[config.mk]
export PLATFORM = sky130hd
export DESIGN_NAME = seg7_pattern_encoder_flat
export DESIGN_NICKNAME = d
export VERILOG_FILES = /design/src/rtl/seg7_pkg.sv /design/src/rtl/seg7_pattern_encoder_if.sv /design/src/rtl/seg7_stability_filter.sv /design/src/rtl/seg7_pattern_encoder.sv /design/src/flat_wrapper.sv
export SDC_FILE = /design/constraint.sdc
export NUM_CORES = 1
export LEC_CHECK = 0
export CAP_MARGIN = 0
export CORE_MARGIN = 2
export CORE_UTILIZATION = 30
export CTS_CLUSTER_DIAMETER = 60
export DETAILED_ROUTE_END_ITERATION = 7
export PLACE_DENSITY = 0.5
export RECOVER_POWER = 50
export SYNTH_ARGS = -nofsm -noshare
export SYNTH_HDL_FRONTEND = slang
export SYNTH_HIERARCHICAL = 1
export SYNTH_SLANG_ARGS = --single-unit
[constraint.sdc]
create_clock -name clk -period 3.6 [get_ports clk]
set_input_delay 0.9 -clock clk [delete_from_list [all_inputs] [get_ports clk]]
set_output_delay 0.9 -clock clk [all_outputs]
set_load 0.05 [all_outputs]
[src/rtl/seg7_pkg.sv]
// Shared types and constants for the 7-segment pattern encoder: segment encodings and FSM states.
// Pure declarations (no latency, no flow control).
package seg7_pkg;

    typedef logic [7:0] seg_t;

    localparam seg_t SEG_BLANK = 8'hFF;

    // Active-low segment encodings for codes 0..7, decimal point off.
    localparam seg_t SEG_TABLE [0:7] = '{
        8'hC0, 8'hF9, 8'hA4, 8'hB0, 8'h99, 8'h92, 8'h82, 8'hF8
    };

    typedef enum logic {
        S_HOLD = 1'b0,
        S_EMIT = 1'b1
    } state_e;

endpackage

[src/rtl/seg7_pattern_encoder_if.sv]
// Segment bus input plus the recovered-code valid/ready channel and its status pulses.
// Wiring only (no latency); the consumer pushes back through out_ready.
interface seg7_pattern_encoder_if;

    logic [7:0] seg_in;
    logic [2:0] out_code;
    logic       out_valid;
    logic       out_ready;
    logic       err_pulse;
    logic       overrun_pulse;

    modport master (
        input  seg_in,
        input  out_ready,
        output out_code,
        output out_valid,
        output err_pulse,
        output overrun_pulse
    );

    modport slave (
        output seg_in,
        output out_ready,
        input  out_code,
        input  out_valid,
        input  err_pulse,
        input  overrun_pulse
    );

endinterface

[src/rtl/seg7_stability_filter.sv]
// Synchronises the segment bus and strobes qual_o when a pattern has held for STABLE_CYCLES.
// Latency: SYNC_STAGES+STABLE_CYCLES edges to the strobe; free-running, no backpressure.
module seg7_stability_filter
    import seg7_pkg::*;
#(
    parameter int STABLE_CYCLES = 4,
    parameter int SYNC_STAGES   = 2
) (
    input  logic clk,
    input  logic reset_n,
    input  seg_t seg_i,
    output seg_t synced_o,
    output logic qual_o
);

    localparam int              CW       = $clog2(STABLE_CYCLES + 1);
    localparam logic [CW-1:0]   CNT_MAX  = CW'(STABLE_CYCLES);
    localparam logic [CW-1:0]   QUAL_AT  = CW'(STABLE_CYCLES - 1);

    logic [SYNC_STAGES-1:0][7:0] sync_q;
    seg_t                        prev_q;
    logic [CW-1:0]               cnt_q;
    logic [CW-1:0]               cnt_d;
    logic                        held;

    assign synced_o = sync_q[SYNC_STAGES-1];
    assign held     = (synced_o == prev_q);

    always_comb begin
        cnt_d = cnt_q;
        if (!held) begin
            cnt_d = '0;
        end else if (cnt_q != CNT_MAX) begin
            cnt_d = cnt_q + 1'b1;
        end
    end

    // Saturation keeps the strobe to a single cycle per stable run.
    assign qual_o = held && (cnt_q == QUAL_AT);

    always_ff @(posedge clk or negedge reset_n) begin
        if (!reset_n) begin
            sync_q <= '1;
            prev_q <= SEG_BLANK;
            cnt_q  <= '0;
        end else begin
            sync_q <= {sync_q[SYNC_STAGES-2:0], seg_i};
            prev_q <= synced_o;
            cnt_q  <= cnt_d;
        end
    end

endmodule

[src/rtl/seg7_pattern_encoder.sv]
// Recovers a 3-bit code from a stable 7-segment pattern and offers it on valid/ready; SEG7_DP_CHECK_EN rejects lit dp.
// Latency: SYNC_STAGES+STABLE_CYCLES+1 edges; holds the code until out_ready, newer patterns are dropped as overruns.
module seg7_pattern_encoder
    import seg7_pkg::*;
#(
    parameter int STABLE_CYCLES = 4,
    parameter int SYNC_STAGES   = 2
) (
    input  logic                  clk,
    input  logic                  reset_n,
    seg7_pattern_encoder_if.master enc_if
);

    seg_t       synced;
    logic       qual;
    logic       is_new;
    logic       hit;
    logic [2:0] hit_code;

    state_e     state_q, state_d;
    logic [2:0] code_q, code_d;
    logic       valid_q, valid_d;
    seg_t       last_q, last_d;
    logic       err_q, err_d;
    logic       ovr_q, ovr_d;

    seg7_stability_filter #(
        .STABLE_CYCLES (STABLE_CYCLES),
        .SYNC_STAGES   (SYNC_STAGES)
    ) u_filter (
        .clk      (clk),
        .reset_n  (reset_n),
        .seg_i    (enc_if.seg_in),
        .synced_o (synced),
        .qual_o   (qual)
    );

    always_comb begin
        hit      = 1'b0;
        hit_code = '0;
        for (int i = 0; i < 8; i++) begin
`ifdef SEG7_DP_CHECK_EN
            if (synced == SEG_TABLE[i]) begin
`else
            if (synced[6:0] == SEG_TABLE[i][6:0]) begin
`endif
                hit      = 1'b1;
                hit_code = 3'(i);
            end
        end
    end

    assign is_new = qual && (synced != last_q);

    always_comb begin
        state_d = state_q;
        code_d  = code_q;
        valid_d = valid_q;
        last_d  = last_q;
        err_d   = 1'b0;
        ovr_d   = 1'b0;
        case (state_q)
            S_HOLD: begin
                if (is_new) begin
                    last_d = synced;
                    if (synced != SEG_BLANK) begin
                        if (hit) begin
                            code_d  = hit_code;
                            valid_d = 1'b1;
                            state_d = S_EMIT;
                        end else begin
                            err_d = 1'b1;
                        end
                    end
                end
            end
            default: begin
                ovr_d = is_new;
                // Re-arming on the live pattern stops it re-emitting after the transfer.
                if (enc_if.out_ready) begin
                    valid_d = 1'b0;
                    last_d  = synced;
                    state_d = S_HOLD;
                end
            end
        endcase
    end

    always_ff @(posedge clk or negedge reset_n) begin
        if (!reset_n) begin
            state_q <= S_HOLD;
            code_q  <= '0;
            valid_q <= 1'b0;
            last_q  <= SEG_BLANK;
            err_q   <= 1'b0;
            ovr_q   <= 1'b0;
        end else begin
            state_q <= state_d;
            code_q  <= code_d;
            valid_q <= valid_d;
            last_q  <= last_d;
            err_q   <= err_d;
            ovr_q   <= ovr_d;
        end
    end

    assign enc_if.out_code      = code_q;
    assign enc_if.out_valid     = valid_q;
    assign enc_if.err_pulse     = err_q;
    assign enc_if.overrun_pulse = ovr_q;

endmodule

[src/flat_wrapper.sv]
// flat-port wrapper written by rule: the top's interface ports become plain ports
module seg7_pattern_encoder_flat import seg7_pkg::*;
#(
    parameter int STABLE_CYCLES = 4,
    parameter int SYNC_STAGES   = 2
)
  (clk, reset_n, enc_if_seg_in, enc_if_out_ready, enc_if_out_code, enc_if_out_valid, enc_if_err_pulse, enc_if_overrun_pulse);
  seg7_pattern_encoder_if enc_if_i ();
  input  logic clk;
  input  logic reset_n;
  input wire logic [$bits(enc_if_i.seg_in)-1:0] enc_if_seg_in;
  input wire logic [$bits(enc_if_i.out_ready)-1:0] enc_if_out_ready;
  output wire logic [$bits(enc_if_i.out_code)-1:0] enc_if_out_code;
  output wire logic [$bits(enc_if_i.out_valid)-1:0] enc_if_out_valid;
  output wire logic [$bits(enc_if_i.err_pulse)-1:0] enc_if_err_pulse;
  output wire logic [$bits(enc_if_i.overrun_pulse)-1:0] enc_if_overrun_pulse;
  assign enc_if_i.seg_in = enc_if_seg_in;
  assign enc_if_i.out_ready = enc_if_out_ready;
  assign enc_if_out_code = enc_if_i.out_code;
  assign enc_if_out_valid = enc_if_i.out_valid;
  assign enc_if_err_pulse = enc_if_i.err_pulse;
  assign enc_if_overrun_pulse = enc_if_i.overrun_pulse;
  seg7_pattern_encoder #(.STABLE_CYCLES(STABLE_CYCLES), .SYNC_STAGES(SYNC_STAGES)) u_core (.clk(clk), .reset_n(reset_n), .enc_if(enc_if_i));
endmodule
==> flow_results.org <==
** Timing
- Setup repair after global routing missed its margin :: false
- Number of pins with negative max-slew slack in the final report :: between 40 and 50
- The number of endpoints with negative hold slack in the final report was 0.
- Setup violations remaining at the end of the flow were counted as 0.
- Across the routed clock network, the largest skew measured is ~0.0065 ns.
- For the pin with the worst max-slew slack, the measured transition is roughly 2.1 ns.
- In the final timing run, aggregate negative setup slack is 0 ns.
- For this run, the top clock speed supported by timing is 0.392 GHz.
- Final period utilization :: 70.8%
- In this run the tightest slew margin relative to its limit is -41.9%.
- Final period demand of the worst path :: roughly 2.5 ns

** Routing
- The first TritonRoute pass finished after 4 iterations.
- ANT nets after route :: 0
- The highest layer touched by signal routing is met4.
- Final routed wirelength across all metal layers :: 2920 um
- # DRC :: 0
- After detailed routing, the number of vias per cell comes to between 4 and 5.
- In the final routed layout, each cell accounts on average for 12.8 um.
- Amount of wire on met3 after detailed routing :: ~120 um
- The final route contains just over 1000 vias.
- Detailed routing placed a total of 1390 um of wire on met2.
- After the first detailed-routing iteration, the DRC count stood at 36.
- Met1 Wirelength :: 1390 um

** Setup path
- Slowest cell on the critical path :: sky130_fd_sc_hd__dfstp_1
- Peak per-stage delay on the critical path :: ~0.84 ns
- In this run the worst path has a maximum fanout of 11.
- The critical path starts at u_core/u_filter/synced_o[5].
- RR Startpoint :: u_core/u_filter/synced_o[5]
- The worst setup path is launched from a flop.
- The worst setup path is of the reg2reg kind.
- Kind of end point of the critical path :: flop
- For the worst setup path, the data required time is 3.83 ns.
- The critical path goes through xnor2_2 > nand4_2 > nor3_1 > a21boi_2 > a21bo_1 > mux2_4.
- Arrival time reported for the critical path endpoint :: 2.78 ns

** Floorplanning
- The core region is approximately 6300 um2.
- The die covers a little over 7000 um2.
- The die is ~84 um tall.
- Total I/O pin count :: 17
- Number of rows in the core area :: 29
- Die width :: between 80 and 90 um
- Once the floorplan was initialized, standard cells occupied a little under a third of the core.

** Clock network
- At the later pin of the worst-skew pair, clock insertion delay measures roughly 0.30 ns.
- Number of H-tree levels :: 2
- Clock-pin transition on the worst setup and hold timing paths :: about 0.09 ns
- Post-CTS Setup Inserts :: 0
- The number of hold buffers added after CTS was 0.
- The number of clock buffers added by TritonCTS is 5.
- The clock passes through at most 2 buffers.
- TritonCTS built the clock tree.
- Post-cts sizing count :: 0
- For this design, the sink count on the clock tree is 42.
- The tree is rooted in a sky130_fd_sc_hd__clkbuf_8.

** Synth
- Area contributors post-synth :: sky130_fd_sc_hd__dfstp_2 (44%), sky130_fd_sc_hd__dfrtp_1 (13%), sky130_fd_sc_hd__mux2_4 (6.3%)
- The number of different library cells used by synthesis comes to 37.
- Syn nets :: 155
- Yosys warnings :: 6
- Post-Syn Area :: around 1900 um2
- Part of the Yosys area used for sequential elements :: a little under three fifths
- Yosys top cell area share :: about 44%
- Post-synthesis average cell area :: 13.6 um2
- Synthesis inferred 42 register bits.
- Cell type contributing the most total cell area after synthesis :: sky130_fd_sc_hd__dfstp_2
- Synthesis handed over a netlist of 141 instances.

** Place
- The wire-length estimate of the detail-placed layout is 2050 um.
- DP Cell Count :: 220
- Final weighted congestion of routability-driven global placement :: around 0.73
- Port buffering added 16 buffers.

** Power
- Power density over the cells :: approximately 430 nW/um2
- In this run the static leakage power is roughly 0.87 nW.
- Maximum resistive drop on vdd :: 0.000279 V

** Final layout
- After the flow finishes, the layout carries non-filler instances totaling between 200 and 250.
- Most frequent standard cell in the layout excluding fill and tap cells :: sky130_fd_sc_hd__dfstp_2
- The repair_antennas step left the layout with diodes totalling 0.
- Fraction of layout instances using a drive strength above 1 :: ~34%
- In the final layout, flip-flops and latches occupy approximately 1100 um2.
- Highest-count cells in the layout ignoring fill and taps :: sky130_fd_sc_hd__dfstp_2 (24), sky130_fd_sc_hd__dfrtp_1 (10), sky130_fd_sc_hd__nand2_1 (9), sky130_fd_sc_hd__xor2_1 (9)
- Area grow syn2layout :: 12.0%
- In the final layout, the multi-input gates occupy approximately 690 um2.
- The net count of the finished layout is ~160.
- Fillers :: around 620

** Min path
- The worst hold path belongs to the class reg2reg.
- Critical hold path startpoint :: u_core/u_filter/sync_q[0]

** Global routing
- Pin count of the biggest net entering global routing :: 43
- The via count of the first global-routing pass is between 1000 and 1500.
- The initial antenna violation count was 0.
- Wire length of the first global-routing pass :: 5340 um
- For this run the aggregate overflow at the end of global routing stands at 0.
- GRT Overall Usage :: under 10%

** Run status
- The flow ran to the end, but the final reports show violations.
- Violations in the final reports :: max-capacitance violations, max-slew violations

** Run
- The tool flagged a number of max-cap violations equal to 1.
==> logic make-up (layout without fill, tap and decap cells) <==
| family | after synthesis | count (layout) | share of synthesized area, % |
|---|---|---|---|
| buf+inv | 20 | 30 | 7.18 |
| simple gates | 34 | 34 | 10.8 |
| fa+ha+maj | 3 | 3 | 1.96 |
| mux | 11 | 11 | 7.90 |
| flops | 42 | 42 | 57.0 |
| compound gates | 12 | 12 | 5.29 |
| xor+xnor | 19 | 19 | 9.86 |
==> worst paths after layout <==
kind / cells past startpoint / slack, ns / to
max: 6 / 1.05 / u_core/last_q[2]
min: 0 / 0.36 / u_core/u_filter/synced_o[0]
max reg2reg: 6 / 1.05 / u_core/last_q[2]
min reg2reg: 0 / 0.36 / u_core/u_filter/synced_o[0]
max in group asynchronous: 1 / 1.18 / u_core/u_filter/cnt_q[2]
min in group asynchronous: 1 / 1.22 / u_core/state_q
==> cell type report <==
class | count | area share [%]
Clock buffer | 5 | 3.21
Clock inverter | 3 | 1.22
Inverter | 6 | 1.05
Multi-Input combinational cell | 79 | 32.0
Sequential cell | 42 | 50.8
Tap cell | 77 | 4.49
Timing Repair Buffer | 16 | 7.17
==> worst max-delay path: cells and delay by family, from the launching register on <==
family	cells	cell delay, ns
AO/OA/AOI/OAI	2	0.78
XOR/XNOR	1	0.17
flip-flops	1	0.84
multiplexers	1	0.34
AND/OR/NAND/NOR	2	0.37
==> power by group <==
| group | internal, mW | switching, mW | leakage [nW] |
|---|---|---|---|
| Clock | 0.144 | 0.180 | 0.0495 |
| Sequential | 0.510 | 0.0259 | 0.470 |
| Combinational | 0.0389 | 0.0330 | 0.348 |
==> flip-flops by register name (all words and copies together), names as in the netlist <==
register and cells:
u_core/u_filter/sync_q 8, u_core/u_filter/prev_q 8, u_core/enc_if.overrun_pulse 1, u_core/enc_if.out_code 3, u_core/enc_if.err_pulse 1, u_core/u_filter/synced_o 8
u_core/last_q 8, u_core/u_filter/cnt_q 3, u_core/enc_if.out_valid 1, u_core/state_q 1
==> synth_stat cells (all sizes together) <==
cell / count
a21bo: 1
and4b: 1
nand2b: 1
a211o: 1
inv: 6
nand4bb: 1
dfstp: 32
dfrtp: 10
o21ai: 1
nor3: 6
xor2: 9
nor3b: 1
ha: 3
xnor2: 10
nor4b: 1
a211oi: 1
nand2: 9
nor2: 5
mux2i: 2
nor4: 3
and2: 1
a311o: 1
nand4: 3
a2bb2oi: 1
mux2: 9
nand3: 2
a21oi: 2
o211ai: 1
a32o: 1
buf: 14
a21boi: 1
a21o: 1
==> layer usage <==
| metal | global-route usage [%] | vias to the layer above |
|---|---|---|
| met1 | 12.7 | 506 |
| met4 | 3.08 | 0 |
| met5 | 0 | - |
| met3 | 3.07 | 2 |
| li1 | - | 488 |
| met2 | 14.8 | 21 |
==> metrics by stage <==
stage / utilization (%) / instance area, um2 / power (mW) / setup slack [ns] / hold WS, ns
after global routing: 34.2 / 2150 / 0.981 / 0.722 / 0.370
after CTS: 34.2 / 2150 / 0.952 / 1.18 / 0.361
final: 34.2 / 2150 / 0.931 / 1.05 / 0.364
after global placement: 32.7 / 2050 / 0.619 / 1.26 / 0.346
after detailed placement: 32.7 / 2050 / 0.621 / 1.19 / 0.347
after floorplan: - / 1920 / 0.598 / 1.51 / 0.345
(Power assumes the default switching activity.)
